## src/rtl/pipeline_defs.sv

```systemverilog
// pipeline_defs: fetch-stage state encodings, reset vector and address helpers.
package pipeline_defs;
    localparam logic [1:0]  FETCH_REQ        = 2'd0;
    localparam logic [1:0]  FETCH_WAIT       = 2'd1;
    localparam logic [1:0]  FETCH_DROP       = 2'd2;
    localparam logic [31:0] DEFAULT_RESET_PC = 32'hBFC0_0000;
    localparam logic [31:0] INST_BYTES       = 32'd4;

    function automatic logic [31:0] word_align(input logic [31:0] a);
        return a & ~32'd3;
    endfunction
endpackage

```

## src/rtl/pipeline_reg.sv

```systemverilog
// pipeline_reg: stallable pipeline register; bubble clears it to zero.
module pipeline_reg #(
    parameter int W = 32
) (
    input  logic         clk,
    input  logic         resetn,
    input  logic         stall_i,
    input  logic         bubble_i,
    input  logic [W-1:0] d_i,
    output logic [W-1:0] q_o
);
    always_ff @(posedge clk or negedge resetn) begin
        if (!resetn)       q_o <= '0;
        else if (bubble_i) q_o <= '0;
        else if (!stall_i) q_o <= d_i;
    end
endmodule

```

## src/rtl/pipeline_fetch.sv

```systemverilog
// pipeline_fetch: single-outstanding instruction fetch with a one-entry output slot,
// D-stage back-pressure and redirect flushing.
module pipeline_fetch
    import pipeline_defs::*;
#(
    parameter logic [31:0] RESET_PC = DEFAULT_RESET_PC
) (
    input  logic        clk,
    input  logic        resetn,
    input  logic        d_stall,
    input  logic        redirect,
    input  logic [31:0] redirect_pc,
    output logic        imem_req,
    output logic [31:0] imem_addr,
    input  logic        imem_ready,
    input  logic        imem_rvalid,
    input  logic [31:0] imem_rdata,
    output logic [31:0] t_inst,
    output logic [31:0] t_next_inst_pc,
    output logic [31:0] dbg_t_pc,
    output logic        t_bubble
);
    logic [1:0]  state_q, state_d;
    logic [31:0] pc_q, pc_d, req_pc_q, req_pc_d;
    logic        t_valid_q, t_valid_d;
    logic        slot_free, accept, resp_wr;

    always_comb begin
        slot_free = !t_valid_q || !d_stall;
        imem_req  = state_q == FETCH_REQ && slot_free && !redirect;
        accept    = imem_req && imem_ready;
        resp_wr   = state_q == FETCH_WAIT && imem_rvalid && !redirect;
        pc_d      = redirect ? word_align(redirect_pc) : accept ? pc_q + INST_BYTES : pc_q;
        req_pc_d  = accept ? pc_q : req_pc_q;
        t_valid_d = !redirect && (resp_wr || (t_valid_q && d_stall));
        // A redirect with a response still in flight must swallow it in DROP.
        state_d   = redirect ? ((state_q == FETCH_REQ || imem_rvalid) ? FETCH_REQ : FETCH_DROP)
                  : state_q == FETCH_REQ ? (accept ? FETCH_WAIT : FETCH_REQ)
                  : imem_rvalid ? FETCH_REQ : state_q;
    end

    always_ff @(posedge clk or negedge resetn) begin
        if (!resetn) begin
            state_q   <= FETCH_REQ;
            pc_q      <= RESET_PC;
            req_pc_q  <= '0;
            t_valid_q <= 1'b0;
        end else begin
            state_q   <= state_d;
            pc_q      <= pc_d;
            req_pc_q  <= req_pc_d;
            t_valid_q <= t_valid_d;
        end
    end

    assign imem_addr = pc_q;
    assign t_bubble  = !t_valid_q;

    pipeline_reg #(.W(32)) u_inst (
        .clk(clk), .resetn(resetn), .stall_i(!resp_wr), .bubble_i(1'b0),
        .d_i(imem_rdata), .q_o(t_inst)
    );
    pipeline_reg #(.W(32)) u_next_pc (
        .clk(clk), .resetn(resetn), .stall_i(!resp_wr), .bubble_i(1'b0),
        .d_i(req_pc_q + INST_BYTES), .q_o(t_next_inst_pc)
    );
    pipeline_reg #(.W(32)) u_pc (
        .clk(clk), .resetn(resetn), .stall_i(!resp_wr), .bubble_i(1'b0),
        .d_i(req_pc_q), .q_o(dbg_t_pc)
    );
endmodule

```

## config.mk

```make
export PLATFORM = sky130hd
export DESIGN_NAME = pipeline_fetch
export DESIGN_NICKNAME = d
export VERILOG_FILES = /design/src/rtl/pipeline_defs.sv /design/src/rtl/pipeline_reg.sv /design/src/rtl/pipeline_fetch.sv
export SDC_FILE = /design/constraint.sdc
export NUM_CORES = 1
export LEC_CHECK = 0
export ABC_CLOCK_PERIOD_IN_PS = 4700
export CAP_MARGIN = 25
export CORE_ASPECT_RATIO = 1.1
export CORE_MARGIN = 5
export CORE_UTILIZATION = 40
export DETAILED_ROUTE_END_ITERATION = 8
export PLACE_DENSITY = 0.76
export SYNTH_ARGS = -nofsm -noshare
export SYNTH_HDL_FRONTEND = slang
export SYNTH_HIERARCHICAL = 1
export SYNTH_SLANG_ARGS = --single-unit
```

## constraint.sdc

```tcl
create_clock -name clk -period 4.7 [get_ports clk]
set_input_delay 0.47 -clock clk [delete_from_list [all_inputs] [get_ports clk]]
set_output_delay 0.47 -clock clk [all_outputs]
set_load 0.01 [all_outputs]
```

==> results of run 1 <==
[stage by stage]
stage,power (mW),worst slack (ns),cells
2_1_floorplan,1.94,2.80,765
3_3_place_gp,2.21,1.74,1165
3_5_place_dp,2.23,1.67,1165
4_1_cts,3.58,2.01,1196
5_1_grt,3.72,1.95,1198
6_report,3.54,2.02,1198
[cells by family (layout without fill, tap and decap cells)]
family                     Yosys count  after routing
buffers and inverters               50            240
AOI/OAI and AO/OA                   71             71
adders and majority gates            2              2
and+or+nand+nor                    335            335
muxes                               97             97
xor gates and xnor gates            30             30
DFF                                159            159
other                                1             21
[path summary, 6_finish.rpt]
check                           endpoint  slack [ns]  cells after the start
max                             imem_req        2.02                      4
min                         u_pc/q_o[14]         0.1                      1
max reg2reg                imem_addr[19]        2.24                      5
min reg2reg                u_inst/q_o[4]        0.52                      2
max in group asynchronous   req_pc_q[30]        3.41                      2
min in group clk           u_inst/q_o[4]        0.52                      2
[cell usage after synthesis, types with 3 or more instances]
cell type	n	area [µm²]
sky130_fd_sc_hd__dfrtp_1	150	3750
sky130_fd_sc_hd__nand2_1	135	507
sky130_fd_sc_hd__nor2_1	115	432
sky130_fd_sc_hd__mux2i_1	97	971
sky130_fd_sc_hd__nand3_1	35	175
sky130_fd_sc_hd__o21ai_0	25	125
sky130_fd_sc_hd__xnor2_1	21	184
sky130_fd_sc_hd__clkbuf_1	18	67.6
sky130_fd_sc_hd__o211ai_1	12	90.1
sky130_fd_sc_hd__and3_1	11	68.8
sky130_fd_sc_hd__nand4_1	11	68.8
sky130_fd_sc_hd__buf_12	9	180
sky130_fd_sc_hd__dfstp_2	9	236
sky130_fd_sc_hd__xor2_1	9	78.8
sky130_fd_sc_hd__a31oi_1	6	37.5
sky130_fd_sc_hd__buf_2	6	30.0
sky130_fd_sc_hd__buf_6	6	67.6
sky130_fd_sc_hd__nor3_1	6	30.0
sky130_fd_sc_hd__a21oi_1	5	25.0
sky130_fd_sc_hd__inv_1	5	18.8
sky130_fd_sc_hd__o311ai_0	5	43.8
sky130_fd_sc_hd__a32oi_1	4	35.0
sky130_fd_sc_hd__a41oi_1	4	35.0
sky130_fd_sc_hd__and2_1	4	25.0
sky130_fd_sc_hd__buf_4	4	30.0
sky130_fd_sc_hd__a22oi_1	3	22.5
sky130_fd_sc_hd__and4_1	3	26.3
sky130_fd_sc_hd__nor4_1	3	18.8
[power by group]
group,total [mW],internal [mW],switching [mW]
sequential,1.68,1.49,0.188
clock,1.33,0.794,0.541
combinational,0.531,0.276,0.255
total,3.54,2.56,0.984
[per-layer routing]
layer  vias to the layer above  wire length (µm)  track usage
met5                         -                 0            0
met4                         0               312       0.0649
met3                        25              1420       0.0466
met2                       225              9400        0.290
met1                      2932              8900        0.255
li1                       2945                 -            -
[critical path, stage by stage]
cell                              delay [ns]
sky130_fd_sc_hd__clkdlybuf4s50_1        0.39
sky130_fd_sc_hd__buf_4                  0.27
sky130_fd_sc_hd__a2111oi_4              0.46
sky130_fd_sc_hd__clkdlybuf4s50_1        0.62
[state kept, by name, summed over array words and instances (netlist names)]
name	cells
req_pc_q	30
t_valid_q	1
imem_addr	30
u_inst/q_o	32
u_pc/q_o	32
u_next_pc/q_o	32
state_q	2
[final cells by class]
type / instances / area (µm²) / area share
repair buffers: 203 / 2050 / 0.201
inverters: 6 / 22.5 / 0.00220
clock inverters: 9 / 113 / 0.0110
clock buffers: 22 / 454 / 0.0444
multi-input cells: 556 / 3290 / 0.322
well taps: 243 / 304 / 0.0297
flip-flops and latches: 159 / 3990 / 0.390
==> results.md, run 1 <==
- The flow ran to the end, and the final reports show no timing, DRC or antenna violations.
- In this run the core area contains 52 standard-cell rows.
- The tightest hold margin is 0.0999 ns.
- For this design, the CTS-stage hold fixing added 0 buffers.
- The number of detailed-routing iterations run before antenna repair is 5.
- The final count of hold timing violations is 0.
- Measured along the x axis, the die boundary spans 141 µm.
- Counting along the longest clock path gives a buffer depth of 2.
- For the finished layout, the period the worst path requires is 2.68 ns.
- Fill cells in the final layout number 1642.
- For the worst setup path, the data required time is 4.23 ns.
- The repair_antennas step left the layout with diodes totalling 0.
- After detailed placement, the total cell area comes to 0.00963 mm².
- IR analysis of the VDD net gives a maximum drop of 255 µV.
- The top cell types in the final layout, fill and taps aside, are sky130_fd_sc_hd__clkdlybuf4s50_1 (194), sky130_fd_sc_hd__dfrtp_1 (150), sky130_fd_sc_hd__nand2_1 (135).
- The core box area is 0.0185 mm².
- Summed over all failing endpoints, the final setup total negative slack is 0 ns.
- The post-CTS setup buffer count is 0.
- Of the total synthesized cell area, the portion taken by XOR and XNOR cells is 0.0346.
- The sum of routed wire length over all layers is 20000 µm.
- On the final layout, the worst clock skew is 0.0105 ns.
- Buffers inserted during clock tree synthesis total 17.
- The clock latency reported for the late side of the worst-skew pair is 0.42 ns.
- Setup repair after global routing left no endpoint under its margin.
- The first global-routing pass estimated 32900 µm of wire.
- The TritonCTS clock tree is built.
- The path category of the worst min-delay check is input port to async pin.
- The count of boundary I/O pins is 200.
- The via count is 6127.
- The number of synthesized register bits is 159.
- The number of global-route vias before repair is 6154.
- The H-tree was split into 4 levels.
- Max-cap violations in this run came to 0.
- Across every metal layer, demand over resource in global routing totals 0.186.
- Clock tree synthesis found a total of 159 sinks.
- The first routing iteration left 358 violations.
- The final net count is 1015.
- Of the total synthesized cell area, the portion taken by AND, OR, NAND and NOR gates is 0.190.
- During synthesis, Yosys emitted a total of 6 warnings.
- The portion of the clock cycle consumed by the worst path in the final layout is 0.571.
- The compound-gate portion of the synthesized area was 0.0657.
- The post-synthesis cell type count is 48.
- Synthesis produced 745 cells.
- The critical path is of the input port to output port type.
- The average wire per standard cell is 16.7 µm.
- The combinational family with the most area after synthesis is simple AND/OR/NAND/NOR gates.
- For this design the static power due to leakage is 5.04 nW.
- The transition time of the tightest slew-check pin is 0.941 ns.
- The achievable clock frequency is 373 MHz.
- The number of pins exceeding their max-slew limit in the final report is 0.
- The floorplan step defined a die boundary enclosing 0.0219 mm².
- Of the total synthesized cell area, the portion taken by full adders, half adders and majority gates is 0.00329.
- For this run, the register share of the synthesized area comes to 0.525.
- The leading cell type in the layout, fill and taps excluded is sky130_fd_sc_hd__clkdlybuf4s50_1.
- Of the cells placed in the final design, the portion with a size suffix greater than 1 is 0.0597.
- At the end of the flow the core is filled with cells to 0.552.
- The kind of end point of the critical path is an output port.
- Along the worst path, the maximum fanout reaches 37.
- The setup violation total in the final timing report is 0.
- The quantity of I/O buffers inserted on ports is 195.
- The critical path starts at redirect.
- The detail route stage leaves a number of antenna-violating nets equal to 0.
- For this design the ratio of total power to cell area is 347 mW/mm².
- The detailed placer's ending HPWL is 14200 µm.
- The cell at the root of the clock tree is sky130_fd_sc_hd__clkbuf_16.
- After detailed routing, the number of vias per cell comes to 5.11.
- Entering global routing, the biggest net connects 87 pins.
- The most frequently used flop master after synthesis is sky130_fd_sc_hd__dfrtp_1.
- The worst relative slew slack is 0.369.
- The CTS clock-pin slew for the worst setup and hold paths is 0.06 ns.
- The die is 155 µm tall.
- The growth of design area from synthesis to finish is 34.6%.
- For this run, asynchronously set or reset flops after synthesis account for 1.00.
- The DRC violation count after routing is 0.
- The startpoint kind of the worst setup timing path is an input port.
- The startpoint of the worst register-to-register path is imem_addr[8].
- The starting density of the core is 0.410.
- The arrival time at the worst endpoint is 2.21 ns.
- Once the clock tree was built, the resizer swapped 0 gates to a different size.
- Summed over all layers, the global routing overflow is 0.
- The average cell area after synthesis is 10.2 µm².
- The initial antenna violation count is 0.
- The synthesized area is 0.00760 mm².
- Measured against the total synthesized area, the mux share comes to 0.128.
- Yosys mapped a number of flops with a built-in enable equal to 0.
- The congestion estimate from routability-driven global placement came to 0.814.
- The final design area excluding fillers is 0.0102 mm².
Power figures use the tool's default switching activity.
==> inputs of run 2 (changes only) <==
- ABC_CLOCK_PERIOD_IN_PS: 4700 -> 2700
- clock period: 4.7 -> 2.7 ns (I/O delays scaled with it)
==> run 2 against run 1 <==
  * Cell area up 1.3%
  * Non-clock buffer count up 8
  * Count of clock-buffer cells in the layout down 2
  * Critical path depth down 2
  * Critical path type is now flip-flop to output port
  * Highest routed layer unchanged
==> results.md, run 2 (synthesized netlist as in run 1, its figures left out) <==
- The run finished with clean final reports.
- The count of cells resized by post-cts repair is 0 (unchanged).
- The detailed-route vias per instance is 5.10 (-0.24%).
- The number of diodes was 0 (unchanged).
- The startpoint kind of the worst setup timing path is a flip-flop.
- The placed instance count is 1174 (+0.77%).
- The transition time of the tightest slew-check pin is 0.722 ns (-0.219 ns).
- The number of filler instances in the final layout is 1676 (+2.1%).
- The placer congestion estimate is 0.862 (+5.8%).
- The DRC violation count after routing came to 0 (unchanged).
- The arrival time at the worst endpoint is 1.95 ns (-0.26 ns).
- The kind of critical path is flip-flop to output port.
- The placed instance area is 0.00971 mm² (+0.83%).
- The quantity of I/O buffers inserted on ports is 195 (unchanged).
- The area enclosed by the die boundary is 0.0219 mm² (unchanged).
- The number of buffers on the longest clock path is 2 (unchanged).
- The count of standard-cell rows was 52 (unchanged).
- The required time at the endpoint of the critical path was 2.43 ns (-1.80 ns).
- The power density of the placed cells is 620 mW/mm² (+79%).
- The horizontal extent of the die is 141 µm (unchanged).
- The leakage power figure was 5.12 nW (+1.5%).
- The count of boundary I/O pins was 200 (unchanged).
- Setup repair after global routing left no endpoint under its margin.
- The clock latency reported for the late side of the worst-skew pair is 0.42 ns (about the same).
- The global router's overall resource usage was 0.189 (+0.00249).
- The final antenna-violating net count is 0 (unchanged).
- The CTS clock-pin slew for the worst setup and hold paths was 0.07 ns (about the same).
- The final net count is 1023 (+0.79%).
- The achievable clock frequency is 450 MHz.
- The initial antenna violation count was 0 (unchanged).
- The detailed placer's ending HPWL is 14700 µm (+3.0%).
- The cell at the root of the clock tree is sky130_fd_sc_hd__clkbuf_16.
- The share of post-route cells with drive strength above 1 is 0.0705 (+0.0109).
- The library cell used most frequently in the layout, excluding fill and tap cells, is sky130_fd_sc_hd__clkdlybuf4s50_1.
- The clock skew is 0.0124 ns (+0.00185 ns).
- The sum of routed wire length over all layers is 20000 µm (about the same).
- The largest registers in the layout are u_inst/q_o: 32 flops, u_next_pc/q_o: 32 flops, u_pc/q_o: 32 flops.
- The area of the multi-input gates is 0.00329 mm² (unchanged).
- The tightest hold margin is 0.358 ns (+0.258 ns).
- The final count of hold timing violations is 0 (unchanged).
- The final global-route overflow total is 0 (unchanged).
- The count of clock tree sinks was 159 (unchanged).
- The combined flip-flop and latch cell area is 0.00399 mm² (unchanged).
- The floorplan die height was 155 µm (unchanged).
- In the layout the commonest cells are sky130_fd_sc_hd__clkdlybuf4s50_1 (194), sky130_fd_sc_hd__dfrtp_1 (150), sky130_fd_sc_hd__nand2_1 (135).
- The DRC violation total after the first TritonRoute iteration is 351 (-2.0%).
- The core box area is 0.0185 mm² (unchanged).
- The utilization after layout is 0.559 (+0.00729).
- The via count came to 6158 (+0.51%).
- The number of buffers created by CTS is 17 (unchanged).
- STA classifies the critical path endpoint as an output port.
- The average wire per standard cell was 16.6 µm (-0.72%).
- The number of global-route vias before repair is 6255 (+1.6%).
- The starting density of the core is 0.410 (unchanged).
- The largest net degree at the start of global routing is 61 (-30%).
- The path category of the worst min-delay check is input port to async pin.
- The number of pins exceeding their max-slew limit in the final report is 0 (unchanged).
- The count of placed standard cells in the final layout, fillers left out is 1207 (+0.75%).
- The largest driver fanout on the critical path is 4 (-89%).
- The growth of design area from synthesis to finish is 36.4%.
- The final setup TNS is 0 ns (unchanged).
- The H-tree depth is 4 (unchanged).
- The worst relative slew slack is 0.517 (+0.148).
- The largest voltage drop on the vdd net is 430 µV (+68%).
- The minimum period implied by the final worst setup slack is 2.22 ns.
- The number of detailed-routing iterations run before antenna repair is 5 (unchanged).
- The final design area excluding fillers is 0.0104 mm² (+1.3%).
- The portion of the clock cycle consumed by the worst path in the final layout is 0.822.
- The setup violation total in the final timing report is 0 (unchanged).
- TritonCTS built the clock tree.
- The wire length of the first global-routing pass was 33300 µm (+1.4%).
- The count of maximum capacitance violations is 0 (unchanged).
run 2: cell types whose count changed in the layout (fill, tap and decap cells not counted), sizes merged:
cell,change
buf,+7
bufinv,+2
clkbuf,-2
inv,+2
clkinvlp,-1
dlygate4sd3,+1
run 2: final cells by class:
cell class | instances | area share
clock buffer | 20 | 0.0441
multi-input combinational | 556 | 0.318
tap | 243 | 0.0293
sequential | 159 | 0.385
timing repair buffer | 211 | 0.204
inverter | 6 | 0.00217
clock inverter | 12 | 0.0176
run 2: worst paths after layout:
check,from,slack [ns],depth (start not counted),end
hold / removal,resetn,0.36,2,imem_addr[9]
min in group clk,redirect_pc[31],0.38,3,imem_addr[31]
max in group asynchronous,resetn,1.49,3,u_inst/q_o[27]
hold reg to reg,u_next_pc/q_o[12],0.52,2,u_next_pc/q_o[12]
setup reg to reg,req_pc_q[4],0.50,7,u_next_pc/q_o[27]
setup / recovery,t_valid_q,0.48,2,imem_req
run 2: per-stage QoR:
stage / power, mW / worst slack [ns]
after floorplan: 3.37 / 0.938
after global placement: 3.86 / 0.357
after detailed placement: 3.89 / 0.307
after CTS: 6.48 / 0.463
after global routing: 6.73 / 0.259
final: 6.42 / 0.480
run 2: metal layers:
layer,vias to the layer above,track usage,routed length (µm),share of wire
met2,240,0.299,9520,0.48
met4,0,0.0576,224,0.011
met5,-,0,0,0
li1,2953,-,-,-
met1,2947,0.257,8880,0.44
met3,18,0.0479,1420,0.071
run 2: what timing repair did:
item,in CTS,in global routing
hold buffers,1,0
endpoints found under the hold margin,49,0
buffers inserted,0,0
run 2: power breakdown:
group / internal [mW] / leakage (nW) / total (mW) / switching, mW
Combinational: 0.486 / 2.71 / 0.931 / 0.445
Sequential: 2.59 / 2.10 / 2.92 / 0.329
Clock: 1.60 / 0.303 / 2.57 / 0.967
Total: 4.68 / 5.12 / 6.42 / 1.74
run 2: critical path, cell delays in order, from the launching register on:
cell,delay (ns)
sky130_fd_sc_hd__dfrtp_1,0.43
sky130_fd_sc_hd__a2111oi_4,0.47
sky130_fd_sc_hd__clkdlybuf4s50_1,0.62
==> inputs of run 3 (changes only) <==
- ABC_CLOCK_PERIOD_IN_PS: 2700 -> 1960
- PLACE_DENSITY: 0.76 -> 0.78
- clock period: 2.7 -> 1.96 ns (I/O delays scaled with it)
==> run 3 against run 2 <==
  * Utilization increased by 2.3 points
  * Clock skew is 0.0054 ns lower
  * First-iteration DRC count rose by 31%
  * Final cell count is 4.3% higher
  * Worst hold slack got worse by 0.14 ns
  * Critical endpoint is now imem_addr[6]
  * Largest power group unchanged
  * Highest routed layer unchanged
==> results.md, run 3 (synthesized netlist as in run 1, its figures left out) <==
- The run finished with clean final reports.
- The clock skew came to 0.00693 ns (-0.00544 ns).
- The wire length of the first global-routing pass is 34400 µm (+3.1%).
- The clock latency reported for the late side of the worst-skew pair came to 0.42 ns (about the same).
- The met3 usage came to 0.0414 (-0.00649).
- The kind of critical path is flip-flop to flip-flop.
- The number of buffers created by CTS is 17 (unchanged).
- The relative contribution of the clock network to total power is 0.379 (-0.021).
- The peak-usage layer in the global routing report is met2.
- The count of standard-cell rows was 52 (unchanged).
- The placer congestion estimate came to 0.832 (-3.5%).
- The count of boundary I/O pins is 200 (unchanged).
- The minimum period implied by the final worst setup slack is 1.85 ns.
- The number of filler instances in the final layout is 1592 (-5.0%).
- The quantity of I/O buffers inserted on ports is 195 (unchanged).
- The slowest stage of the critical path belongs to the cell sky130_fd_sc_hd__dfrtp_1.
- The number of buffers on the longest clock path is 2 (unchanged).
- The signal on the critical path passes through a2111oi_4 -> buf_4 -> and2_4 -> nor2_1 -> buf_4 -> o21ai_1 -> o311ai_1.
- The detailed placer's ending HPWL is 15400 µm (+5.1%).
- The average wire per standard cell is 16.9 µm (+1.7%).
- The internal power was 6.45 mW (+38%).
- The final antenna-violating net count came to 0 (unchanged).
- The met2 track demand over resource is 0.317 (+0.0179).
- The horizontal extent of the die is 141 µm (unchanged).
- The required time at the endpoint of the critical path is 2.24 ns (-0.19 ns).
- The worst setup path is captured at a flip-flop.
- The detailed-route vias per instance was 5.09 (-0.18%).
- The CTS clock-pin slew for the worst setup and hold paths is 0.06 ns (about the same).
- STA classifies the critical path startpoint as a flip-flop.
- The floorplan die height is 155 µm (unchanged).
- The arrival time at the worst endpoint was 2.13 ns (+0.18 ns).
- The via count is 6412 (+4.1%).
- The met1 track demand over resource was 0.262 (+0.00507).
- The area enclosed by the die boundary is 0.0219 mm² (unchanged).
- The leading cell type in the layout, fill and taps excluded is sky130_fd_sc_hd__clkdlybuf4s50_1.
- The final count of hold timing violations came to 0 (unchanged).
- The count of clock tree sinks came to 159 (unchanged).
- The DRC violation total after the first TritonRoute iteration came to 459 (+31%).
- The count of placed standard cells in the final layout, fillers left out is 1259 (+4.3%).
- The library cells used most frequently in the layout, excluding fill and tap cells, are sky130_fd_sc_hd__clkdlybuf4s50_1 (193), sky130_fd_sc_hd__dfrtp_1 (150), sky130_fd_sc_hd__nand2_1 (135).
- The power density of the placed cells came to 830 mW/mm² (+34%).
- In this run the worst hold path is classified as input port to async pin.
- By instance count, the cell type seen most on the critical path is sky130_fd_sc_hd__buf_4.
- The DRC violation count after routing is 0 (unchanged).
- The least setup slack across all paths after layout is 0.113 ns (-0.367 ns).
- The setup violation total in the final timing report is 0 (unchanged).
- The starting density of the core came to 0.410 (unchanged).
- The fraction of power consumed by sequential logic is 0.429 (-0.026).
- The cell at the root of the clock tree is sky130_fd_sc_hd__clkbuf_16.
- The number of pins exceeding their max-slew limit in the final report was 0 (unchanged).
- The global router's overall resource usage is 0.195 (+0.00614).
- The largest voltage drop on the vdd net is 607 µV (+41%).
- The number of detailed-routing iterations run before antenna repair is 5 (unchanged).
- Setup repair after global routing left no endpoint under its margin.
- The tightest hold margin was 0.219 ns (-0.139 ns).
- The fraction of power spent switching nets is 0.280 (+0.00915).
- The number of diodes was 0 (unchanged).
- The combinational fraction of design power is 0.192 (+0.047).
- The final net count is 1075 (+5.1%).
- The final global-route overflow total was 0 (unchanged).
- In the final layout, the registers with the most flip-flops are u_inst/q_o: 32 flops, u_next_pc/q_o: 32 flops, u_pc/q_o: 32 flops.
- The number of global-route vias before repair came to 6427 (+2.7%).
- Of the available clock period, the critical path in the final layout requires 0.942.
- The placed instance count is 1223 (+4.2%).
- The sum of routed wire length over all layers is 21300 µm (+6.1%).
- Timing would allow up to 541 MHz.
- The core box area is 0.0185 mm² (unchanged).
- The initial antenna violation count is 0 (unchanged).
- The TritonCTS clock tree is built.
- The H-tree depth came to 4 (unchanged).
- The largest driver fanout on the critical path came to 11 (+7).
- The largest net degree at the start of global routing came to 60 (-1.6%).
- The worst path buffer plus inverter count is 2 (+1).
- The longest individual stage delay on the worst path is 0.42 ns (-0.20 ns).
- The net load switching power was 2.51 mW (+44%).
- The share of post-route cells with drive strength above 1 is 0.120 (+0.0495).
- The pre-CTS setup slack is -0.136 ns (-0.443 ns).
- The area growth from synthesis to layout is 42.0%.
- The count of maximum capacitance violations was 0 (unchanged).
- The utilization after layout is 0.582 (+0.0231).
- The leakage power figure is 5.39 nW (+5.4%).
- In this design, the largest share of critical-path delay is due to compound AO/OA/AOI/OAI gates.
run 3: cell count changes in the layout (fill, tap and decap cells not counted), sizes merged, moves of 2 or more:
cell    delta
clkbuf     -3
inv        +2
clkinv     +3
buf       +52
run 3: what timing repair did:
item,CTS,global route
gates resized for setup,2,2
endpoints found under the hold margin,59,0
setup endpoints to repair,2,2
setup buffers,3,0
pin swaps,1,0
hold buffers,1,0
run 3: stage by stage:
stage | total power, mW | cell area (µm²) | TNS (ns)
4_1_cts | 9.04 | 10800 | 0
5_1_grt | 9.37 | 10800 | 0
2_1_floorplan | 4.65 | 7670 | 0
6_report | 8.95 | 10800 | 0
3_3_place_gp | 5.54 | 10100 | -1.04
3_5_place_dp | 5.58 | 10100 | -4.85
run 3: final timing paths:
kind                                      start       endpoint  slack [ns]  cells past startpoint
worst max-delay path                  t_valid_q   imem_addr[6]        0.11                      7
worst min-delay path                     resetn    u_pc/q_o[0]        0.22                      2
worst max register to register        t_valid_q   imem_addr[6]        0.11                      7
worst min register to register      u_pc/q_o[0]    u_pc/q_o[0]        0.52                      2
max in group asynchronous                resetn  u_inst/q_o[5]        1.07                      3
min in group clk                redirect_pc[29]  imem_addr[29]        0.31                      3
run 3: layer usage:
metal  share of wire  vias to the layer above
met2            0.48                      270
li1                -                     3056
met1            0.43                     3059
met4           0.015                        0
met3           0.072                       27
met5               0                        -
run 3: power groups by stage:
stage	registers, mW	logic, mW	clock network, mW
2_1_floorplan	3.96	0.684	0
3_3_place_gp	3.88	1.65	0
3_5_place_dp	3.90	1.69	0
4_1_cts	3.84	1.71	3.49
5_1_grt	3.88	1.87	3.62
6_report	3.84	1.71	3.40
run 3: cell type report:
type | instances | area [µm²] | share of cell area
Timing Repair Buffer | 263 | 2560 | 0.238
Tap cell | 243 | 304 | 0.0282
Multi-Input combinational cell | 556 | 3300 | 0.306
Clock buffer | 17 | 425 | 0.0394
Clock inverter | 15 | 185 | 0.0172
Sequential cell | 159 | 3990 | 0.370
Inverter | 6 | 22.5 | 0.00209
run 3: worst reg2reg max path: stages, from the launching register on:
cell	delay, ns
sky130_fd_sc_hd__dfrtp_1	0.42
sky130_fd_sc_hd__a2111oi_4	0.33
sky130_fd_sc_hd__buf_4	0.16
sky130_fd_sc_hd__and2_4	0.21
sky130_fd_sc_hd__nor2_1	0.08
sky130_fd_sc_hd__buf_4	0.18
sky130_fd_sc_hd__o21ai_1	0.19
sky130_fd_sc_hd__o311ai_1	0.14
